[src/rtl/i2s_dac_tx.sv]
// Stereo I2S transmitter for the WM8731 DAC path: a small pair FIFO feeding a
// bit serialiser that runs on synchronised codec BCLK/LRCK edges.
module i2s_dac_tx #(
  parameter int unsigned DEPTH = 4,
  parameter int unsigned WIDTH = 16
) (
  input  logic                   CLOCK,
  input  logic                   RESET,
  input  logic                   in_valid,
  output logic                   in_ready,
  input  logic [WIDTH-1:0]       in_left,
  input  logic [WIDTH-1:0]       in_right,
  input  logic                   AUD_BCLK,
  input  logic                   AUD_DACLRCK,
  output logic                   AUD_DACDAT,
  output logic                   frame_tick,
  output logic                   underrun,
  output logic [$clog2(DEPTH):0] fill
);

  localparam int unsigned AW = $clog2(DEPTH);
  localparam int unsigned FW = AW + 1;
  localparam int unsigned CW = $clog2(WIDTH);
  localparam int unsigned PW = 2 * WIDTH;

  localparam logic [1:0] ST_IDLE  = 2'd0;
  localparam logic [1:0] ST_LOAD  = 2'd1;
  localparam logic [1:0] ST_SHIFT = 2'd2;
  localparam logic [1:0] ST_PAD   = 2'd3;

  logic bclk_meta_q, bclk_s_q, bclk_prev_q;
  logic lrck_meta_q, lrck_s_q;
  logic lr_cur_q, lr_prev_q;

  logic [PW-1:0]    mem_q [DEPTH];
  logic [AW-1:0]    wr_ptr_q, rd_ptr_q;
  logic [FW-1:0]    fill_q, fill_d;
  logic             in_ready_q, in_ready_d;
  logic [WIDTH-1:0] hold_l_q, hold_r_q;
  logic             frame_tick_q, underrun_q;

  logic [1:0]       state_q, state_d, state_sel_c;
  logic [WIDTH-1:0] shift_q, shift_d, word_c;
  logic [CW-1:0]    bitcnt_q, bitcnt_d;
  logic             dat_q, dat_d;

  logic bclk_rise_c, bclk_fall_c, chan_start_c, pop_slot_c;
  logic push_c, pop_c, empty_c;
  logic [PW-1:0] head_c;

  // Two-stage synchronisers; LRCK idles high so reset looks like "right channel".
  always_ff @(posedge CLOCK or posedge RESET) begin
    if (RESET) begin
      bclk_meta_q <= 1'b0;
      bclk_s_q    <= 1'b0;
      bclk_prev_q <= 1'b0;
      lrck_meta_q <= 1'b1;
      lrck_s_q    <= 1'b1;
    end else begin
      bclk_meta_q <= AUD_BCLK;
      bclk_s_q    <= bclk_meta_q;
      bclk_prev_q <= bclk_s_q;
      lrck_meta_q <= AUD_DACLRCK;
      lrck_s_q    <= lrck_meta_q;
    end
  end

  assign bclk_rise_c  = bclk_s_q & ~bclk_prev_q;
  assign bclk_fall_c  = ~bclk_s_q & bclk_prev_q;
  assign chan_start_c = lr_cur_q != lr_prev_q;
  assign pop_slot_c   = bclk_rise_c && !lrck_s_q && lr_cur_q;

  always_ff @(posedge CLOCK or posedge RESET) begin
    if (RESET) begin
      lr_cur_q  <= 1'b1;
      lr_prev_q <= 1'b1;
    end else if (bclk_rise_c) begin
      lr_cur_q  <= lrck_s_q;
      lr_prev_q <= lr_cur_q;
    end
  end

  assign empty_c = fill_q == '0;
  assign push_c  = in_valid && in_ready_q;
  assign pop_c   = pop_slot_c && !empty_c;
  assign head_c  = mem_q[rd_ptr_q];

  always_comb begin
    fill_d = fill_q;
    if (push_c && !pop_c) begin
      fill_d = fill_q + FW'(1);
    end else if (!push_c && pop_c) begin
      fill_d = fill_q - FW'(1);
    end
    in_ready_d = fill_d < FW'(DEPTH);
  end

  always_ff @(posedge CLOCK) begin
    if (push_c) begin
      mem_q[wr_ptr_q] <= {in_left, in_right};
    end
  end

  // A pop slot on an empty FIFO (even with a same-cycle push) loads silence.
  always_ff @(posedge CLOCK or posedge RESET) begin
    if (RESET) begin
      wr_ptr_q     <= '0;
      rd_ptr_q     <= '0;
      fill_q       <= '0;
      in_ready_q   <= 1'b0;
      hold_l_q     <= '0;
      hold_r_q     <= '0;
      frame_tick_q <= 1'b0;
      underrun_q   <= 1'b0;
    end else begin
      if (push_c) begin
        wr_ptr_q <= wr_ptr_q + AW'(1);
      end
      if (pop_c) begin
        rd_ptr_q <= rd_ptr_q + AW'(1);
      end
      fill_q       <= fill_d;
      in_ready_q   <= in_ready_d;
      frame_tick_q <= pop_slot_c;
      underrun_q   <= pop_slot_c && empty_c;
      if (pop_slot_c) begin
        hold_l_q <= pop_c ? head_c[PW-1:WIDTH] : '0;
        hold_r_q <= pop_c ? head_c[WIDTH-1:0] : '0;
      end
    end
  end

  always_ff @(posedge CLOCK or posedge RESET) begin
    if (RESET) begin
      state_q  <= ST_IDLE;
      shift_q  <= '0;
      bitcnt_q <= '0;
      dat_q    <= 1'b0;
    end else begin
      state_q  <= state_d;
      shift_q  <= shift_d;
      bitcnt_q <= bitcnt_d;
      dat_q    <= dat_d;
    end
  end

  // A pending channel start overrides whatever word is in flight.
  always_comb begin
    state_d     = state_q;
    shift_d     = shift_q;
    bitcnt_d    = bitcnt_q;
    dat_d       = dat_q;
    state_sel_c = chan_start_c ? ST_LOAD : state_q;
    word_c      = lr_cur_q ? hold_r_q : hold_l_q;
    if (bclk_fall_c) begin
      case (state_sel_c)
        ST_LOAD: begin
          shift_d  = word_c;
          dat_d    = word_c[WIDTH-1];
          bitcnt_d = CW'(WIDTH - 1);
          state_d  = ST_SHIFT;
        end
        ST_SHIFT: begin
          if (bitcnt_q == '0) begin
            dat_d   = 1'b0;
            state_d = ST_PAD;
          end else begin
            shift_d  = WIDTH'(shift_q << 1);
            dat_d    = shift_q[WIDTH-2];
            bitcnt_d = bitcnt_q - CW'(1);
          end
        end
        default: dat_d = 1'b0;
      endcase
    end
  end

  assign in_ready   = in_ready_q;
  assign fill       = fill_q;
  assign frame_tick = frame_tick_q;
  assign underrun   = underrun_q;
  assign AUD_DACDAT = dat_q;

endmodule

[config.mk]
export PLATFORM = sky130hd
export DESIGN_NAME = i2s_dac_tx
export DESIGN_NICKNAME = d
export VERILOG_FILES = /design/src/rtl/i2s_dac_tx.sv
export SDC_FILE = /design/constraint.sdc
export NUM_CORES = 1
export LEC_CHECK = 0
export BUFFER_PORTS_ARGS = -buffer_cell sky130_fd_sc_hd__buf_2
export CORE_MARGIN = 8
export CORE_UTILIZATION = 60
export DETAILED_ROUTE_END_ITERATION = 10
export GPL_TIMING_DRIVEN = 0
export PLACE_DENSITY = 0.79
export SYNTH_ARGS = -nofsm -noshare
export SYNTH_HDL_FRONTEND = slang
export SYNTH_SLANG_ARGS = --single-unit
[constraint.sdc]
create_clock -name CLOCK -period 3.5 [get_ports CLOCK]
set_input_delay 0.35 -clock CLOCK [delete_from_list [all_inputs] [get_ports CLOCK]]
set_output_delay 0.35 -clock CLOCK [all_outputs]
set_load 0.01 [all_outputs]
**Yosys cells after proc, flatten, opt, wreduce, memory -nomap -nowiden**

Memory sizes are Yosys's and may differ from the RTL's.
Index checks and enable logic that the tools add are counted.

- Register bits: 71
- Latch bits: 0
- Bits in writable memories: 128
- Bits in read-only memories: 0
- Input bits: 37
- Output and inout bits: 7
- Word-level logic and storage cells: 67
- Memories: 1

- Add/subtract/negate cells: 5
- $mul: 0
- Div/mod/pow operators: 0
- Order comparisons: 1
- Equal/unequal tests: 5
- Shift operators: 0
- Multiplexer cells: 16
- Bitwise logic cells: 4
- Reductions and logical operators: 16

Memories:

| memory | words | bits a word | rd ports | clocked after memory_dff | wr ports | RTL line | source |
|---|---|---|---|---|---|---|---|
| mem_q | 4 | 32 | 1 | 0 | 1 | 35 | `logic [PW-1:0] mem_q [DEPTH];` |

Operator list:

| operator | count |
|---|---|
| $mux W16 | 3 |
| $pmux W15 S2 | 1 |
| $mux W15 | 1 |
| $pmux W4 S2 | 1 |
| $logic_and A1 B1 Y1 | 7 |
| $mux W3 | 2 |
| $reduce_and A3 Y1 | 2 |
| $add A2 B1 Y2 const B | 2 |
| $logic_not A1 Y1 | 4 |
| $logic_not A4 Y1 | 1 |
| $mux W2 | 2 |
| $mux W4 | 1 |
| $ne A2 B2 Y1 const B | 2 |
| $pmux W2 S2 | 1 |
| $sub A4 B1 Y4 const B | 1 |
| $add A3 B1 Y3 const B | 1 |
| $logic_not A3 Y1 | 1 |
| $lt A3 B3 Y1 const B | 1 |
| $mux W1 | 3 |
| $sub A3 B1 Y3 const B | 1 |
| $and A1 B1 Y1 | 2 |
| $eq A2 B1 Y1 const B | 1 |
| $eq A2 B2 Y1 const B | 1 |
| $not A1 Y1 | 2 |
| 3 further kinds | 3 |

**Depth between registers and ports, before layout**

- Depth in word-level cells: 9
- Gate-level depth with buffers: 12
- Depth with buffers taken out: 9

**Worst setup path after synthesis**

No wires, ideal clock.

- Kind: register to register
- Start: reg lr_cur_q
- End: reg shift_q[0]
- Setup time: 0.125 ns
- Data arrival time: 2.293 ns
- Required time: 3.375 ns
- Path slack: 1.082 ns
- Stages on the path, launching flop included: 12
- Period minus slack after synthesis: 2.418 ns
- Path through: dfstp_2 > buf_2 > xnor2_1 > nand2b_1 > inv_1 > ha_1 > buf_2 > or2_1 > and3_1 > buf_2 > buf_6 > mux2_2

- Cells in the longest elaborated chain, start to end: 5
- Elaborated cells on any way between the ends: 9
- Classes of those cells: eq/ne (4); mux (3); reduce/logical (2)

RTL lines:

| element | RTL line | source |
|---|---|---|
| from (decl) | 33 | `logic lr_cur_q, lr_prev_q;` |
| from (signal assigned) | 78 | `lr_cur_q <= lrck_s_q;` |
| $ne A1 B1 Y1 | 70 | `assign chan_start_c = lr_cur_q != lr_prev_q;` |
| $mux W2 | 153 | `state_sel_c = chan_start_c ? ST_LOAD : state_q;` |
| $eq A2 B2 Y1 or $eq A2 B1 Y1 (tied branches) | 156 | `case (state_sel_c)` |
| $ne A2 B2 Y1 (no line) or $reduce_bool A2 Y1 (tied branches) | -- |  |
| $reduce_and A3 Y1 (no line) | -- |  |
| to (signal assigned) | 141 | `shift_q <= shift_d;` |
| to (decl) | 43 | `logic [WIDTH-1:0] shift_q, shift_d, word_c;` |

Parallel ways exist; a longest one is shown, timed or not.
A chain may end at the register's enable or synchronous reset.

**Worst setup path after layout**

- Start: reg lr_cur_q
- End: reg shift_q[5]

Same word-level chain as after synthesis.

==> out/qor.csv <==
stage,metric,value,unit
timing,Clock Skew,0.007988,ns
yosys,yosys warns,0,
worst_setup_path,"Req. time, crit path",3.81,ns
worst_setup_path,crit end category,flop,
global_routing,antenna violations before repair,0,
finish,# diodes,0,
finish,footprint of the multi-input gates,0.002061,sq mm
placement,Buffers on Ports,43,
placement,gpl congestion,0.7541,
timing,RSZ-0062 raised after global routing,false,
flow_run,Max-Cap Viols,0,
yosys,Synth Instances,438,
timing,Hold WS,0.02296,ns
min_path,Worst Hold Class,input port to flop,
timing,Rel. slew slack,0.3874,
drt,DR vias/cell,5.879,
pwr,Pwr Density,792.4,mW/mm^2
yosys,#FFs+latches synth,199,
timing,max-slew violations,0,
yosys,ys async rst share,0.3568,
clocking,Num CTS Buffers,17,
timing,Final Cycle Share,0.8012,
timing,total negative slack,0,ns
finish,final cell count without fillers,688,
yosys,Syn Nets,487,
clocking,Post-CTS Setup Inserts,0,
finish,Fillers,897,
finish,FF+latch area,0.005625,sq mm
yosys,sequential share of the synthesized area,0.7132,
worst_setup_path,kind of critical path,flop to flop,
pwr,Tot Pwr,7.029,mW
clocking,number of H-tree levels,4,
yosys,most frequent cells after synthesis,"edfxtp_1 (128), dfrtp_1 (67), a22o_1 (35), mux4_2 (32), nand2_1 (24)",
finish,share of layout cells above drive strength 1,0.2891,
global_routing,gr busiest metal,met2,
yosys,"top cells by area, synth","edfxtp_1 (49%), dfrtp_1 (21%), mux4_2 (9.1%)",
global_routing,GR Util All Layers,0.1800,
worst_setup_path,Critical Path AT,3.11,ns
global_routing,GRT met3 Usage,0.04667,
global_routing,met2 usage,0.2998,
die,die area,0.01707,sq mm
die,Die Height,130.7,um
yosys,Synth top area share,0.4873,
timing,Tmin final,2.804,ns
die,FP Rows,42,
yosys,main combinational cell family by area after synthesis,multiplexers,
clocking,CTS root buf,clkbuf_16,
global_routing,largest net degree at the start of global routing,72,
yosys,Post-synth EDFFs,128,
global_routing,Overflow after GRT,0,
drt,vias,4045,
die,Initial Util,0.6052,
finish,Area growth syn-to-layout,12.47,%
clocking,CTS tree,done,
yosys,cell area after synthesis,0.007888,sq mm
drt,Initial DRC Count,273,
yosys,Most used DFF post-synth,edfxtp_1,
pwr,Pleak,3.407,nW
yosys,Syn Area/Cell,18.01,sq um
clocking,Worst-Skew Late Latency,0.42,ns
drt,Residual DRC,0,
yosys,Simple-Gate Fraction of Synth Area,0.03760,
yosys,"count leader, synth",edfxtp_1,
global_routing,GRT met1 Usage,0.2278,
yosys,area fraction in compound gates after synthesis,0.06012,
global_routing,global-route wire length before repair,22600,um
worst_setup_path,R2R depth,11,
yosys,Cell variety after synth,43,
timing,measured slew at the worst slew-check pin,0.9188,ns
clocking,"Clk pin slew, worst setup/hold paths",0.07,ns
timing,final setup violation count,0,
yosys,"area leader, netlist",edfxtp_1,
worst_setup_path,flop2flop setup slack,0.70,ns
worst_setup_path,CP startpoint kind,flop,
timing,Fmax,356.6,MHz
timing,"Hold Vio Cnt, Final",0,
global_routing,vias in the first global route,4229,
worst_setup_path,CP max FO,10,
die,die width,130.7,um
min_path,Hold Path Depth,1,
drt,Pre-Repair DR Iteration Count,7,
clocking,Sink Count,199,
placement,Placed Cells,657,
pwr,peak supply drop,409.0,uV
drt,Routed WL per cell,20.50,um
placement,Post-DP HPWL,8836,um
drt,post-route ant nets,0,
yosys,mux cell area share after synthesis,0.1374,
clocking,CTS resizes,0,
yosys,Adder-Cell Fraction of Synth Area,0.01904,
die,# IOs,44,
drt,Routed WL,14100,um
finish,Nets,549,
die,Core Region,0.01303,sq mm
run_status,status,finished clean,
yosys,fraction of synthesized cell area in xor and xnor cells,0.006504,
clocking,cts hold-fix bufs,0,
clocking,clock buffer depth,2,
==> stage by stage <==
stage	area, sq um	worst slack [ns]	util
2_1_floorplan	7888	1.082	-
3_3_place_gp	8323	0.6152	0.6386
3_5_place_dp	8330	0.7320	0.6392
4_1_cts	8871	0.6856	0.6807
5_1_grt	8871	0.4755	0.6807
6_report	8871	0.6959	0.6807
==> critical path: stages, from the launching register on <==
cell and delay, ns:
dfstp_2 0.52, buf_2 0.30, xnor2_1 0.19, nand2b_1 0.11, inv_1 0.07, ha_1 0.17
buf_2 0.22, or2_1 0.19, and3_1 0.17, buf_2 0.23, buf_6 0.19, mux2_2 0.34
==> kinds of logic after synthesis <==
family | count (synthesis)
AOI/OAI and AO/OA | 63
xor gates and xnor gates | 5
adders and majority gates | 12
buffers and inverters | 38
DFF | 199
muxes | 66
and+or+nand+nor | 55
==> flip-flops by register name, indices dropped and copies added (netlist names), named ones only <==
| name | flops |
|---|---|
| lrck_meta_q | 1 |
| underrun | 1 |
| state_q | 2 |
| lr_prev_q | 1 |
| lrck_s_q | 1 |
| bitcnt_q | 4 |
| bclk_meta_q | 1 |
| shift_q | 15 |
| wr_ptr_q | 2 |
| AUD_DACDAT | 1 |
| rd_ptr_q | 2 |
| bclk_s_q | 1 |
| hold_r_q | 16 |
| hold_l_q | 16 |
| lr_cur_q | 1 |
| mem_q | 128 |
| frame_tick | 1 |
| fill | 2 |
| bclk_prev_q | 1 |
| in_ready | 1 |
==> where the power goes <==
part           switching, mW  total [mW]  internal (mW)
Sequential             0.291        3.44           3.15
Combinational          0.915        1.79          0.878
Clock                  0.818        1.80          0.979
Total                   2.02        7.03           5.01
==> layout by cell type, fill, tap and decap left out, types with 12 or more instances in the layout <==
cell,instances
dfrtp_1,67
edfxtp_1,128
buf_2,51
ha_1,12
o21ai_0,17
inv_1,12
mux4_2,32
mux2_2,18
a22o_1,35
mux2i_1,16
clkbuf_16,17
nand2_1,24
clkbuf_1,13
==> final timing paths <==
kind	to	startpoint
hold reg to reg	bclk_s_q	bclk_meta_q
setup reg to reg	shift_q[5]	lr_cur_q
max in group asynchronous	hold_l_q[12]	RESET
hold / removal	lrck_meta_q	AUD_DACLRCK
setup / recovery	shift_q[5]	lr_cur_q
min in group asynchronous	hold_r_q[4]	RESET
==> layout make-up <==
type | instances | share of cell area
Buffer | 24 | 0.01721
Clock buffer | 20 | 0.04922
Clock inverter | 11 | 0.01171
Inverter | 14 | 0.006347
Multi-Input combinational cell | 201 | 0.2323
Sequential cell | 199 | 0.6341
Tap cell | 176 | 0.02482
Timing Repair Buffer | 43 | 0.02426
==> metal layers <==
layer	part of all wire	wire length [um]
met2	0.52	7383
met3	0.047	665
met1	0.42	5885
met5	0	0
met4	0.012	167
No activity file was read; power rests on OpenSTA's default activity.
